--- src/rtl/unary_add_seq.sv ---
// Binary-in/binary-out sequencer around the unary adder stage: emits unary pulse
// trains, drains the accumulator, and counts dout pulses back into a binary sum.
module unary_add_seq #(
    parameter int unsigned W = 5
) (
    input  logic         clk,
    input  logic         rst_n,
    input  logic         start_valid,
    output logic         start_ready,
    input  logic [W-1:0] op_a,
    input  logic [W-1:0] op_b,
    output logic         A,
    output logic         B,
    output logic         en,
    output logic         read_or_write,
    input  logic         c_in,
    input  logic         dout_in,
    output logic         res_valid,
    output logic [W-1:0] result,
    output logic         overflow
);

    typedef enum logic [2:0] {S_IDLE, S_READ, S_WRITE, S_FLUSH, S_DONE} state_t;

    localparam logic [W-1:0] CNT_MAX = '1;

    state_t       r_state, w_state_nx;
    logic [W-1:0] r_cnt, w_cnt_nx;
    logic [W-1:0] r_op_a, r_op_b, w_op_a_nx, w_op_b_nx;
    logic         w_accept;
    logic         r_a, r_b, r_en, r_rw, r_res_valid;
    logic         w_a_nx, w_b_nx, w_en_nx, w_rw_nx, w_res_valid_nx;
    logic         r_rd_d, r_wr_d, r_overflow;
    logic [W-1:0] r_result;

    always_ff @(posedge clk or negedge rst_n) begin
        if (!rst_n) begin
            r_state <= S_IDLE;
            r_cnt   <= '0;
            r_op_a  <= '0;
            r_op_b  <= '0;
        end else begin
            r_state <= w_state_nx;
            r_cnt   <= w_cnt_nx;
            r_op_a  <= w_op_a_nx;
            r_op_b  <= w_op_b_nx;
        end
    end

    // r_cnt is the read index (1..2^W-1) in READ and the drain index in WRITE.
    always_comb begin
        w_state_nx = r_state;
        w_cnt_nx   = r_cnt;
        w_accept   = 1'b0;
        case (r_state)
            S_IDLE: begin
                if (start_valid) begin
                    w_accept   = 1'b1;
                    w_state_nx = S_READ;
                    w_cnt_nx   = W'(1);
                end
            end
            S_READ: begin
                if (r_cnt == CNT_MAX) begin
                    w_state_nx = S_WRITE;
                    w_cnt_nx   = '0;
                end else begin
                    w_cnt_nx   = r_cnt + W'(1);
                end
            end
            S_WRITE: begin
                if (r_cnt == CNT_MAX) begin
                    w_state_nx = S_FLUSH;
                    w_cnt_nx   = '0;
                end else begin
                    w_cnt_nx   = r_cnt + W'(1);
                end
            end
            S_FLUSH: w_state_nx = S_DONE;
            S_DONE:  w_state_nx = S_IDLE;
            default: w_state_nx = S_IDLE;
        endcase
        w_op_a_nx = w_accept ? op_a : r_op_a;
        w_op_b_nx = w_accept ? op_b : r_op_b;
    end

    // Adder-side outputs are decoded from the next state so they register on the state edge.
    always_comb begin
        w_a_nx         = (w_state_nx == S_READ) && (w_cnt_nx <= w_op_a_nx);
        w_b_nx         = (w_state_nx == S_READ) && (w_cnt_nx <= w_op_b_nx);
        w_en_nx        = (w_state_nx == S_READ) || (w_state_nx == S_WRITE);
        w_rw_nx        = (w_state_nx == S_WRITE);
        w_res_valid_nx = (w_state_nx == S_DONE);
    end

    always_ff @(posedge clk or negedge rst_n) begin
        if (!rst_n) begin
            r_a         <= 1'b0;
            r_b         <= 1'b0;
            r_en        <= 1'b0;
            r_rw        <= 1'b0;
            r_res_valid <= 1'b0;
        end else begin
            r_a         <= w_a_nx;
            r_b         <= w_b_nx;
            r_en        <= w_en_nx;
            r_rw        <= w_rw_nx;
            r_res_valid <= w_res_valid_nx;
        end
    end

    // Adder C and dout lag the phase by one cycle, hence the delayed phase flags.
    always_ff @(posedge clk or negedge rst_n) begin
        if (!rst_n) begin
            r_rd_d     <= 1'b0;
            r_wr_d     <= 1'b0;
            r_overflow <= 1'b0;
            r_result   <= '0;
        end else begin
            r_rd_d <= (r_state == S_READ);
            r_wr_d <= (r_state == S_WRITE);
            if (w_accept) begin
                r_overflow <= 1'b0;
                r_result   <= '0;
            end else begin
                if (r_rd_d) r_overflow <= r_overflow | c_in;
                if (r_wr_d) r_result   <= r_result + W'(dout_in);
            end
        end
    end

    assign start_ready   = (r_state == S_IDLE);
    assign A             = r_a;
    assign B             = r_b;
    assign en            = r_en;
    assign read_or_write = r_rw;
    assign res_valid     = r_res_valid;
    assign result        = r_result;
    assign overflow      = r_overflow;

endmodule

--- config.mk ---
export PLATFORM = sky130hd
export DESIGN_NAME = unary_add_seq
export DESIGN_NICKNAME = d
export VERILOG_FILES = /design/src/rtl/unary_add_seq.sv
export SDC_FILE = /design/constraint.sdc
export NUM_CORES = 1
export LEC_CHECK = 0
export BUFFER_PORTS_ARGS = -buffer_cell sky130_fd_sc_hd__buf_2
export CORE_ASPECT_RATIO = 1.1
export CORE_MARGIN = 2
export CORE_UTILIZATION = 60
export CTS_BUF_LIST = sky130_fd_sc_hd__clkbuf_4
export CTS_CLUSTER_DIAMETER = 60
export DETAILED_ROUTE_END_ITERATION = 16
export MAX_ROUTING_LAYER = met4
export PLACE_DENSITY_LB_ADDON = 0.15
export SETUP_SLACK_MARGIN = 0.3
export SLEW_MARGIN = 20
export SYNTH_ARGS = -nofsm -noshare
export SYNTH_HDL_FRONTEND = slang
export SYNTH_SLANG_ARGS = --single-unit
--- constraint.sdc ---
create_clock -name clk -period 4 [get_ports clk]
set_input_delay 0.8 -clock clk [delete_from_list [all_inputs] [get_ports clk]]
set_output_delay 0.8 -clock clk [all_outputs]
set_load 0.05 [all_outputs]
==> results of run 1 <==
-- synthesized netlist by cell type, drive strengths merged --
master,instances,area [µm²]
nand2,9,33.78
o211ai,3,27.52
a211o,1,8.760
or2,3,18.77
xor2,3,26.28
and4,1,8.760
a21oi,10,50.05
nor4bb,1,10.01
nand3,4,20.02
nand4,2,12.51
o31ai,1,7.510
o21ai,2,10.00
and3,2,12.51
mux2,4,45.04
buf,4,38.78
and2,2,12.51
a21o,1,7.510
nor2,12,45.04
xnor2,1,8.760
or4,1,7.510
nor3,3,25.02
ha,14,175.2
nor2b,1,6.260
o31a,1,8.760
a22o,2,17.52
o21bai,1,7.510
dfrtp,31,775.7
nand2b,3,18.77
or3,1,11.26
mux2i,8,80.08
clkbuf,1,3.750
a311oi,1,15.01
inv,9,33.78
-- cell usage in the layout (no fill, tap or decap), types with 2 or more instances in the layout --
master / count
a21oi_1: 10
a22o_1: 2
and2_1: 2
and3_1: 2
buf_2: 26
clkbuf_4: 5
dfrtp_1: 31
ha_1: 14
inv_1: 8
mux2_2: 4
mux2i_1: 8
nand2_1: 9
nand2b_1: 3
nand3_1: 4
nand4_1: 2
nor2_1: 12
nor3_2: 2
o211ai_1: 2
or2_2: 3
xor2_1: 3
-- stage by stage --
| stage | instance area [µm²] | util [%] | power (mW) | hold slack, ns | setup WS, ns |
|---|---|---|---|---|---|
| floorplan | 1590 | - | 0.4801 | 0.4529 | 1.369 |
| CTS | 1800 | 71.45 | 0.7623 | 0.4846 | 1.332 |
| finish | 1800 | 71.45 | 0.7542 | 0.4837 | 1.323 |
| global placement | 1724 | 68.42 | 0.5216 | 0.4647 | 1.411 |
| detailed placement | 1724 | 68.42 | 0.5300 | 0.4728 | 1.347 |
| global route | 1800 | 71.45 | 0.7978 | 0.5036 | 1.204 |
-- area by class of cell --
| cell class | count | area (µm²) | area share (%) |
|---|---|---|---|
| clock buffers | 5 | 37.54 | 2.085 |
| multi-input cells | 98 | 738.2 | 41.00 |
| flip-flops and latches | 31 | 775.7 | 43.09 |
| clock inverters | 3 | 38.79 | 2.154 |
| inverters | 9 | 33.78 | 1.876 |
| repair buffers | 27 | 137.6 | 7.644 |
| well taps | 31 | 38.79 | 2.154 |
-- flip-flops by register name (all words and copies together), names as in the netlist --
| name | flops |
|---|---|
| A | 1 |
| B | 1 |
| en | 1 |
| overflow | 1 |
| r_cnt | 5 |
| r_op_a | 5 |
| r_op_b | 5 |
| r_rd_d | 1 |
| r_state | 3 |
| r_wr_d | 1 |
| read_or_write | 1 |
| res_valid | 1 |
| result | 5 |
-- routing by layer --
layer	routed length [µm]	global-route usage, %
met1	1224	24.96
met2	1613	40.18
met3	125	7.990
met4	68	10.99
met5	0	-
-- cell families (layout without fill, tap and decap cells) --
| group | Yosys count | in the layout |
|---|---|---|
| adder cells (fa/ha/maj) | 14 | 14 |
| buffers and inverters | 14 | 44 |
| XOR/XNOR | 4 | 4 |
| multiplexers | 12 | 12 |
| AND/OR/NAND/NOR | 45 | 45 |
| AO/OA/AOI/OAI | 23 | 23 |
| flip-flops | 31 | 31 |
-- power by group through the flow --
stage	registers [mW]	clock network [mW]	logic (mW)
final	0.358	0.231	0.165
after global routing	0.363	0.255	0.180
after CTS	0.358	0.238	0.166
after detailed placement	0.364	0	0.166
after global placement	0.361	0	0.160
after floorplan	0.440	0	0.0405
-- critical path: stages (launching register included) --
cell      delay [ns]
dfrtp_1         0.44
ha_1            0.26
and3_1          0.16
ha_1            0.24
or2_2           0.32
nor4bb_1        0.16
a311oi_2        0.38
inv_2           0.08
ha_1            0.19
nand2b_1        0.14
o211ai_1        0.09
a21oi_1         0.10
-- final timing paths --
| kind | slack, ns | startpoint | to | cells after the start |
|---|---|---|---|---|
| worst min register to register | 0.48 | r_rd_d$_DFF_PN0_ | overflow$_DFFE_PN0P_ | 2 |
| min in group clk | 0.48 | r_rd_d$_DFF_PN0_ | overflow$_DFFE_PN0P_ | 2 |
| max in group asynchronous | 3.08 | rst_n | r_state[2]$_DFF_PN0_ | 1 |
| worst max register to register | 1.32 | r_cnt[0]$_DFF_PN0_ | B$_DFF_PN0_ | 11 |
| worst min-delay path | 0.48 | rst_n | result[4]$_DFFE_PN0P_ | 1 |
| worst max-delay path | 1.32 | r_cnt[0]$_DFF_PN0_ | B$_DFF_PN0_ | 11 |
==> impl_metrics.json, run 1 <==
{
  "syn_inst": 143,
  "synth_compound_area_share_pct": 10.07,
  "grt_pass1_wl_um": 4919,
  "io_pins": 27,
  "track_usage_pct": 23.92,
  "grt_pass1_vias": 1139,
  "coreArea_um2": 2520,
  "syn-cell-area_um2": 1590,
  "num_antenna_cells": 0,
  "grt_max_degree": 32,
  "cts_tree": "built",
  "switching_share_pct": 32.65,
  "drt-initial-drc-count": 24,
  "critical_path_class": "reg2reg",
  "path_max_fanout": 6,
  "nFillCells": 196,
  "worstMarginPinSlew_ns": 0.6682,
  "first_pass_iters": 4,
  "internal_power_mw": 0.5080,
  "p_per_area_nw_per_um2": 418.9,
  "critPathArrivalTime_ns": 2.88,
  "drv_slew": 0,
  "slew_headroom_pct": 55.45,
  "ctsResizeCount": 0,
  "synth_cell_types": 38,
  "vias": 1174,
  "wl_um": 3032,
  "dp_cells": 196,
  "clockBufferDepth": 2,
  "final_nets": 201,
  "hp-class": "in2async",
  "synth-xor-area-share_pct": 2.203,
  "gr-total-overflow": 0,
  "outcome": "finished clean",
  "cap_violations": 0,
  "die-width_um": 53.09,
  "antenna_found_initial": 0,
  "cts_buffers": 5,
  "start_util_pct": 63.11,
  "p_clk_share_pct": 30.6,
  "fp-row-count": 19,
  "drc": 0,
  "die_height_um": 58.00,
  "yosysSeqAreaShare_pct": 48.78,
  "cp-start-kind": "register",
  "period_needed_ns": 2.677,
  "p_seq_share_pct": 47.5,
  "insertion_delay_ns": 0.33,
  "muxShareOfSynthArea_pct": 7.868,
  "cts_hold_buffers": 0,
  "cts-root-buf": "clkbuf_4",
  "p_leak_nw": 0.9455,
  "required_ns": 4.21,
  "peakVddDrop_mv": 0.4240,
  "die_area_um2": 3079,
  "gp_congestion": 0.8670,
  "postCtsSetupRepairBufs": 0,
  "period_share_pct": 66.93,
  "drive_above_1_share_pct": 27.17,
  "clock-sinks": 31,
  "ant_nets": 0,
  "net-switching-power_mw": 0.2463,
  "wl_per_cell_um": 14.86,
  "tns_ns": 0,
  "rsz0062_at_grt": "false",
  "syn_to_final_growth_pct": 13.22,
  "viasPerCell": 5.755,
  "setup-violations-final": 0,
  "syn_nets": 172,
  "synthAdderAreaFrac_pct": 11.01,
  "synth_area_per_cell_um2": 11.12,
  "instances_no_fill": 204,
  "yosysWarnings": 0,
  "critPathCaptureType": "register",
  "max_freq_mhz": 373.5,
  "clk_pin_slew_ns": 0.10,
  "hold_viol": 0,
  "synth_seq_cells": 31,
  "synth_top_family_by_area": "simple AND/OR/NAND/NOR gates",
  "fin_skew_ns": 0.01073,
  "io_buffers": 26,
  "htreeDepth": 2,
  "comb_power_share_pct": 21.9,
  "dpl.hpwl_um": 2261,
  "yosys.area_share.simple_pct": 15.26
}
Power figures use the tool's default switching activity.
==> inputs of run 2 (changes only) <==
--- a/config.mk
+++ b/config.mk
@@ -8,7 +8,7 @@
 export BUFFER_PORTS_ARGS = -buffer_cell sky130_fd_sc_hd__buf_2
 export CORE_ASPECT_RATIO = 1.1
 export CORE_MARGIN = 2
-export CORE_UTILIZATION = 60
+export CORE_UTILIZATION = 57
 export CTS_BUF_LIST = sky130_fd_sc_hd__clkbuf_4
 export CTS_CLUSTER_DIAMETER = 60
 export DETAILED_ROUTE_END_ITERATION = 16
==> constraint.sdc (replaced) <==
create_clock -name clk -period 2.7 [get_ports clk]
set_input_delay 0.54 -clock clk [delete_from_list [all_inputs] [get_ports clk]]
set_output_delay 0.54 -clock clk [all_outputs]
set_load 0.05 [all_outputs]
==> run 2 against run 1 <==
Setup slack got worse by 1.1 ns; sequential power rose by 48%; critical path depth did not move; fmax rose by 6.8%; clock power rose by 11%; sequential cell count did not move; power rose by 36%; sequential share of layout area fell by 2.7 points; cell area rose by 6.9%; register-to-register slack got worse by 1.1 ns; critical endpoint unchanged.
==> impl_metrics.json, run 2 (same netlist as run 1, synthesis figures left out) <==
{
  "first_pass_iters": 4,
  "critical_path_class": "reg2reg",
  "nFillCells": 213,
  "power_mw": 1.024,
  "cap_violations": 0,
  "period_needed_ns": 2.506,
  "rsz0062_at_grt": "true",
  "fin_skew_ns": 0.007217,
  "gr-total-overflow": 0,
  "die_height_um": 59.40,
  "seqCellArea_um2": 777.0,
  "htreeDepth": 2,
  "clk_pin_slew_ns": 0.09,
  "path_max_fanout": 4,
  "critPathArrivalTime_ns": 2.76,
  "io_buffers": 26,
  "p_per_area_nw_per_um2": 532.3,
  "p_leak_nw": 0.9694,
  "drv_slew": 0,
  "p_clk_share_pct": 25.0,
  "drc": 0,
  "grt_pass1_wl_um": 5257,
  "tns_ns": 0,
  "comb_power_share_pct": 23.4,
  "cts_hold_buffers": 0,
  "critPathCaptureType": "register",
  "vias": 1177,
  "wl_per_cell_um": 14.26,
  "die_area_um2": 3229,
  "viasPerCell": 5.500,
  "grt_pass1_vias": 1235,
  "syn_to_final_growth_pct": 21.01,
  "drive_above_1_share_pct": 36.46,
  "outcome": "finished clean",
  "track_usage_pct": 23.90,
  "antenna_found_initial": 0,
  "ant_nets": 0,
  "insertion_delay_ns": 0.33,
  "worstMarginPinSlew_ns": 0.6716,
  "cts-root-buf": "clkbuf_4",
  "setup-violations-final": 0,
  "final_common_cell": "dfrtp_1",
  "gp_congestion": 0.8524,
  "clockBufferDepth": 2,
  "die-width_um": 54.36,
  "required_ns": 2.96,
  "hold_viol": 0,
  "period_share_pct": 92.81,
  "multi_input_area_um2": 822.0,
  "io_pins": 27,
  "wl_um": 3051,
  "num_antenna_cells": 0,
  "layout_common_cells": "dfrtp_1, buf_2, nor2_1",
  "cp-start-kind": "register",
  "dpl.hpwl_um": 2246,
  "start_util_pct": 58.84,
  "switching_share_pct": 34.71,
  "cts_buffers": 5,
  "hp-class": "in2async",
  "clock-sinks": 31,
  "max_freq_mhz": 399.1,
  "internal_power_mw": 0.6687,
  "p_seq_share_pct": 51.6,
  "slew_headroom_pct": 55.23,
  "coreArea_um2": 2703,
  "cts_tree": "built",
  "final_nets": 209,
  "fp-row-count": 20,
  "grt_max_degree": 32,
  "net-switching-power_mw": 0.3556,
  "peakVddDrop_mv": 0.5523,
  "drt-initial-drc-count": 9
}
[run 2: changes by cell type in the layout (fill, tap and decap cells not counted), sizes merged]
cell    previous run  this run
buf               27        35
bufinv             1         0
clkbuf             5         6
[run 2: worst max-delay path, stage by stage, from the launching register on]
cell and delay [ns]:
dfrtp_1 0.41, ha_2 0.18, and3_4 0.15, ha_4 0.16
or3_4 0.40, nor3_4 0.11, a211o_1 0.23, ha_4 0.23
and4_1 0.19, nand2b_1 0.10, o211ai_1 0.13, a21oi_1 0.14
[run 2: layout make-up]
cell class	count	share of cell area, %
multi-input combinational	98	42.72
tap	33	2.146
timing repair buffer	35	10.27
clock inverter	2	0.3901
clock buffer	6	2.341
sequential	31	40.38
inverter	9	1.756
[run 2: what timing repair did]
item,in CTS,in global routing
hold endpoints to repair,0,0
endpoints found under the setup margin,2,2
gates resized for setup,8,6
pin swaps,12,9
buffers inserted,5,0
[run 2: path summary, 6_finish.rpt]
kind / start / endpoint / slack [ns] / cells after the start
setup reg to reg: r_cnt[0]$_DFF_PN0_ / B$_DFF_PN0_ / 0.19 / 11
hold / removal: rst_n / r_rd_d$_DFF_PN0_ / 0.24 / 1
max in group asynchronous: rst_n / r_state[1]$_DFF_PN0_ / 2.00 / 1
hold reg to reg: r_op_b[1]$_DFF_PN0_ / r_op_b[1]$_DFF_PN0_ / 0.50 / 2
min in group clk: op_b[1] / r_op_b[1]$_DFF_PN0_ / 0.45 / 3
setup / recovery: r_cnt[0]$_DFF_PN0_ / B$_DFF_PN0_ / 0.19 / 11
[run 2: power by group through the flow]
stage | registers (mW) | clock network (mW) | logic [mW]
5_1_grt | 0.535 | 0.291 | 0.265
4_1_cts | 0.530 | 0.262 | 0.243
2_1_floorplan | 0.651 | 0 | 0.0600
6_report | 0.529 | 0.256 | 0.240
3_5_place_dp | 0.539 | 0 | 0.243
3_3_place_gp | 0.535 | 0 | 0.236
[run 2: layer usage]
layer  track usage [%]  wire length, µm
met1             27.12             1239
met3             5.808              103
met4             12.86               66
met2             38.21             1641
met5                 -                0
[run 2: per-stage QoR]
step	setup WS (ns)	cells	instance area (µm²)	utilization (%)	hold WS, ns
6_report	0.1941	214	1924	71.20	0.2381
5_1_grt	0.1104	214	1924	71.20	0.2798
4_1_cts	0.1968	214	1883	69.68	0.2485
3_5_place_dp	0.05737	201	1758	65.05	0.4836
3_3_place_gp	0.1650	201	1758	65.05	0.4685
2_1_floorplan	0.3109	143	1599	-	0.2444
==> inputs of run 3 (changes only) <==
--- a/config.mk
+++ b/config.mk
@@ -8,7 +8,7 @@
 export BUFFER_PORTS_ARGS = -buffer_cell sky130_fd_sc_hd__buf_2
 export CORE_ASPECT_RATIO = 1.1
 export CORE_MARGIN = 2
-export CORE_UTILIZATION = 57
+export CORE_UTILIZATION = 60
 export CTS_BUF_LIST = sky130_fd_sc_hd__clkbuf_4
 export CTS_CLUSTER_DIAMETER = 60
 export DETAILED_ROUTE_END_ITERATION = 16
==> constraint.sdc (replaced) <==
create_clock -name clk -period 3.2 [get_ports clk]
set_input_delay 0.64 -clock clk [delete_from_list [all_inputs] [get_ports clk]]
set_output_delay 0.64 -clock clk [all_outputs]
set_load 0.05 [all_outputs]
==> run 3 against run 2 <==
Sequential share of layout area increased by 3.2 points; critical path depth unchanged; register-to-register slack improved by 0.26 ns; sequential cell count unchanged; clock power decreased by 15%; highest routed layer unchanged; count of clock-buffer cells in the layout unchanged; hold slack improved by 0.10 ns; setup slack improved by 0.26 ns; first-iteration DRC count increased to 4.8 times the previous value; sequential power decreased by 16%; clock skew about the same.
==> impl_metrics.json, run 3 (same netlist as run 1, synthesis figures left out) <==
{
  "die-width_um": 53.09,
  "critPathCaptureType": "register",
  "clockBufferDepth": 2,
  "grt_pass1_wl_um": 5388,
  "gp_congestion": 0.8543,
  "cp_cell_sequence": "ha_1 -> and3_1 -> ha_1 -> or3_4 -> nor3_2 -> a211o_1 -> ha_1 -> and4_1 -> nand2b_1 -> o211ai_1 -> a21oi_1",
  "critPathArrivalTime_ns": 2.99,
  "p_clk_share_pct": 25.0,
  "hold_viol": 0,
  "worstReg2RegStart": "r_cnt[0]$_DFF_PN0_",
  "reg2reg_depth": 11,
  "dpl.hpwl_um": 2365,
  "vias": 1182,
  "period_share_pct": 85.67,
  "drv_slew": 0,
  "htreeDepth": 2,
  "io_buffers": 26,
  "cts-root-buf": "clkbuf_4",
  "peakVddDrop_mv": 0.4620,
  "comb_power_share_pct": 23.7,
  "io_pins": 27,
  "setup-violations-final": 0,
  "critPathTopFamily": "simple AND/OR/NAND/NOR gates",
  "regToRegEndpoint": "B$_DFF_PN0_",
  "fin_skew_ns": 0.006801,
  "grt_pass1_vias": 1228,
  "fp-row-count": 19,
  "cts_buffers": 5,
  "p_per_area_nw_per_um2": 488.2,
  "cts_tree": "built",
  "wl_per_cell_um": 15.51,
  "die_height_um": 58.00,
  "p_seq_share_pct": 51.3,
  "antenna_found_initial": 0,
  "p_leak_nw": 0.9386,
  "slowest_delay_ns": 0.44,
  "slew_headroom_pct": 55.19,
  "net-switching-power_mw": 0.3048,
  "instances_no_fill": 204,
  "critical_path_class": "reg2reg",
  "coreArea_um2": 2520,
  "path_max_fanout": 6,
  "tns_ns": 0,
  "ant_nets": 0,
  "max_freq_mhz": 364.8,
  "place_ws_ns": 0.5180,
  "wl_um": 3164,
  "insertion_delay_ns": 0.33,
  "hp-class": "in2async",
  "gr-total-overflow": 0,
  "clk_pin_slew_ns": 0.09,
  "switching_share_pct": 35.04,
  "cap_violations": 0,
  "slowest_stage": "dfrtp_1",
  "num_antenna_cells": 0,
  "first_pass_iters": 5,
  "worstMarginPinSlew_ns": 0.6721,
  "drt-initial-drc-count": 43,
  "drive_above_1_share_pct": 27.17,
  "drc": 0,
  "outcome": "finished clean",
  "cp-start-kind": "register",
  "clock-sinks": 31,
  "grt_max_degree": 32,
  "cts_hold_buffers": 0,
  "required_ns": 3.45,
  "power_mw": 0.8698,
  "period_needed_ns": 2.741,
  "crit_buf_inv": 0,
  "reg2reg_slack_ns": 0.46,
  "syn_to_final_growth_pct": 12.04,
  "rsz0062_at_grt": "false",
  "cp_common_cell": "ha_1",
  "final.setup.worst_slack_ns": 0.4587,
  "final_nets": 201,
  "internal_power_mw": 0.5650,
  "viasPerCell": 5.794,
  "final_common_cell": "dfrtp_1",
  "dp_cells": 196,
  "start_util_pct": 63.11,
  "die_area_um2": 3079,
  "layout_common_cells": "dfrtp_1, buf_2, ha_1",
  "track_usage_pct": 25.61
}
run 3: per-layer routing:
metal	track usage [%]	vias up	part of all wire (%)
met4	10.62	0	4.0
met2	42.32	51	52
li1	-	557	-
met3	8.505	17	5.7
met1	27.96	557	39
met5	-	-	0
run 3: how the worst max path moves through the flow:
| stage | slack, ns | to | startpoint | cells after the start |
|---|---|---|---|---|
| finish | 0.46 | B$_DFF_PN0_ | r_cnt[0]$_DFF_PN0_ | 11 |
| global route | 0.34 | B$_DFF_PN0_ | r_cnt[0]$_DFF_PN0_ | 11 |
| CTS | 0.49 | B$_DFF_PN0_ | r_cnt[0]$_DFF_PN0_ | 11 |
| detailed placement | 0.52 | B$_DFF_PN0_ | r_cnt[0]$_DFF_PN0_ | 11 |
| global placement | 0.68 | B$_DFF_PN0_ | r_cnt[0]$_DFF_PN0_ | 11 |
| floorplan | 0.57 | B$_DFF_PN0_ | r_state[2]$_DFF_PN0_ | 10 |
run 3: through the flow:
stage | hold slack, ns | utilization, % | cell area (µm²)
final | 0.3385 | 70.71 | 1782
after global routing | 0.3678 | 70.71 | 1782
after CTS | 0.3472 | 70.51 | 1777
after detailed placement | 0.4894 | 68.42 | 1724
after global placement | 0.4630 | 68.42 | 1724
after floorplan | 0.3444 | - | 1590
run 3: cell type report:
| cell class | instances | area [µm²] |
|---|---|---|
| clock buffers | 6 | 45.04 |
| clock inverters | 2 | 7.507 |
| fillers | 204 | 738.2 |
| inverters | 9 | 33.78 |
| multi-input cells | 98 | 743.2 |
| flip-flops and latches | 31 | 775.7 |
| well taps | 31 | 38.79 |
| repair buffers | 27 | 137.6 |
run 3: worst reg2reg max path, cell delays in order, from the launching register on:
cell      delay (ns)
dfrtp_1         0.44
ha_1            0.25
and3_1          0.16
ha_1            0.23
or3_4           0.41
nor3_2          0.17
a211o_1         0.16
ha_1            0.25
and4_1          0.23
nand2b_1        0.09
o211ai_1        0.10
a21oi_1         0.17
run 3: timing repair:
item,4_1_cts,5_1_grt
gates resized for setup,0,1
setup buffers,0,0
setup endpoints to repair,0,1
run 3: power by group through the flow:
stage                     clock network, mW  logic [mW]  registers, mW
after floorplan                           0      0.0506          0.550
after detailed placement                  0       0.208          0.454
final                                 0.218       0.206          0.446
after global routing                  0.240       0.227          0.452
after CTS                             0.222       0.209          0.447
after global placement                    0       0.200          0.451
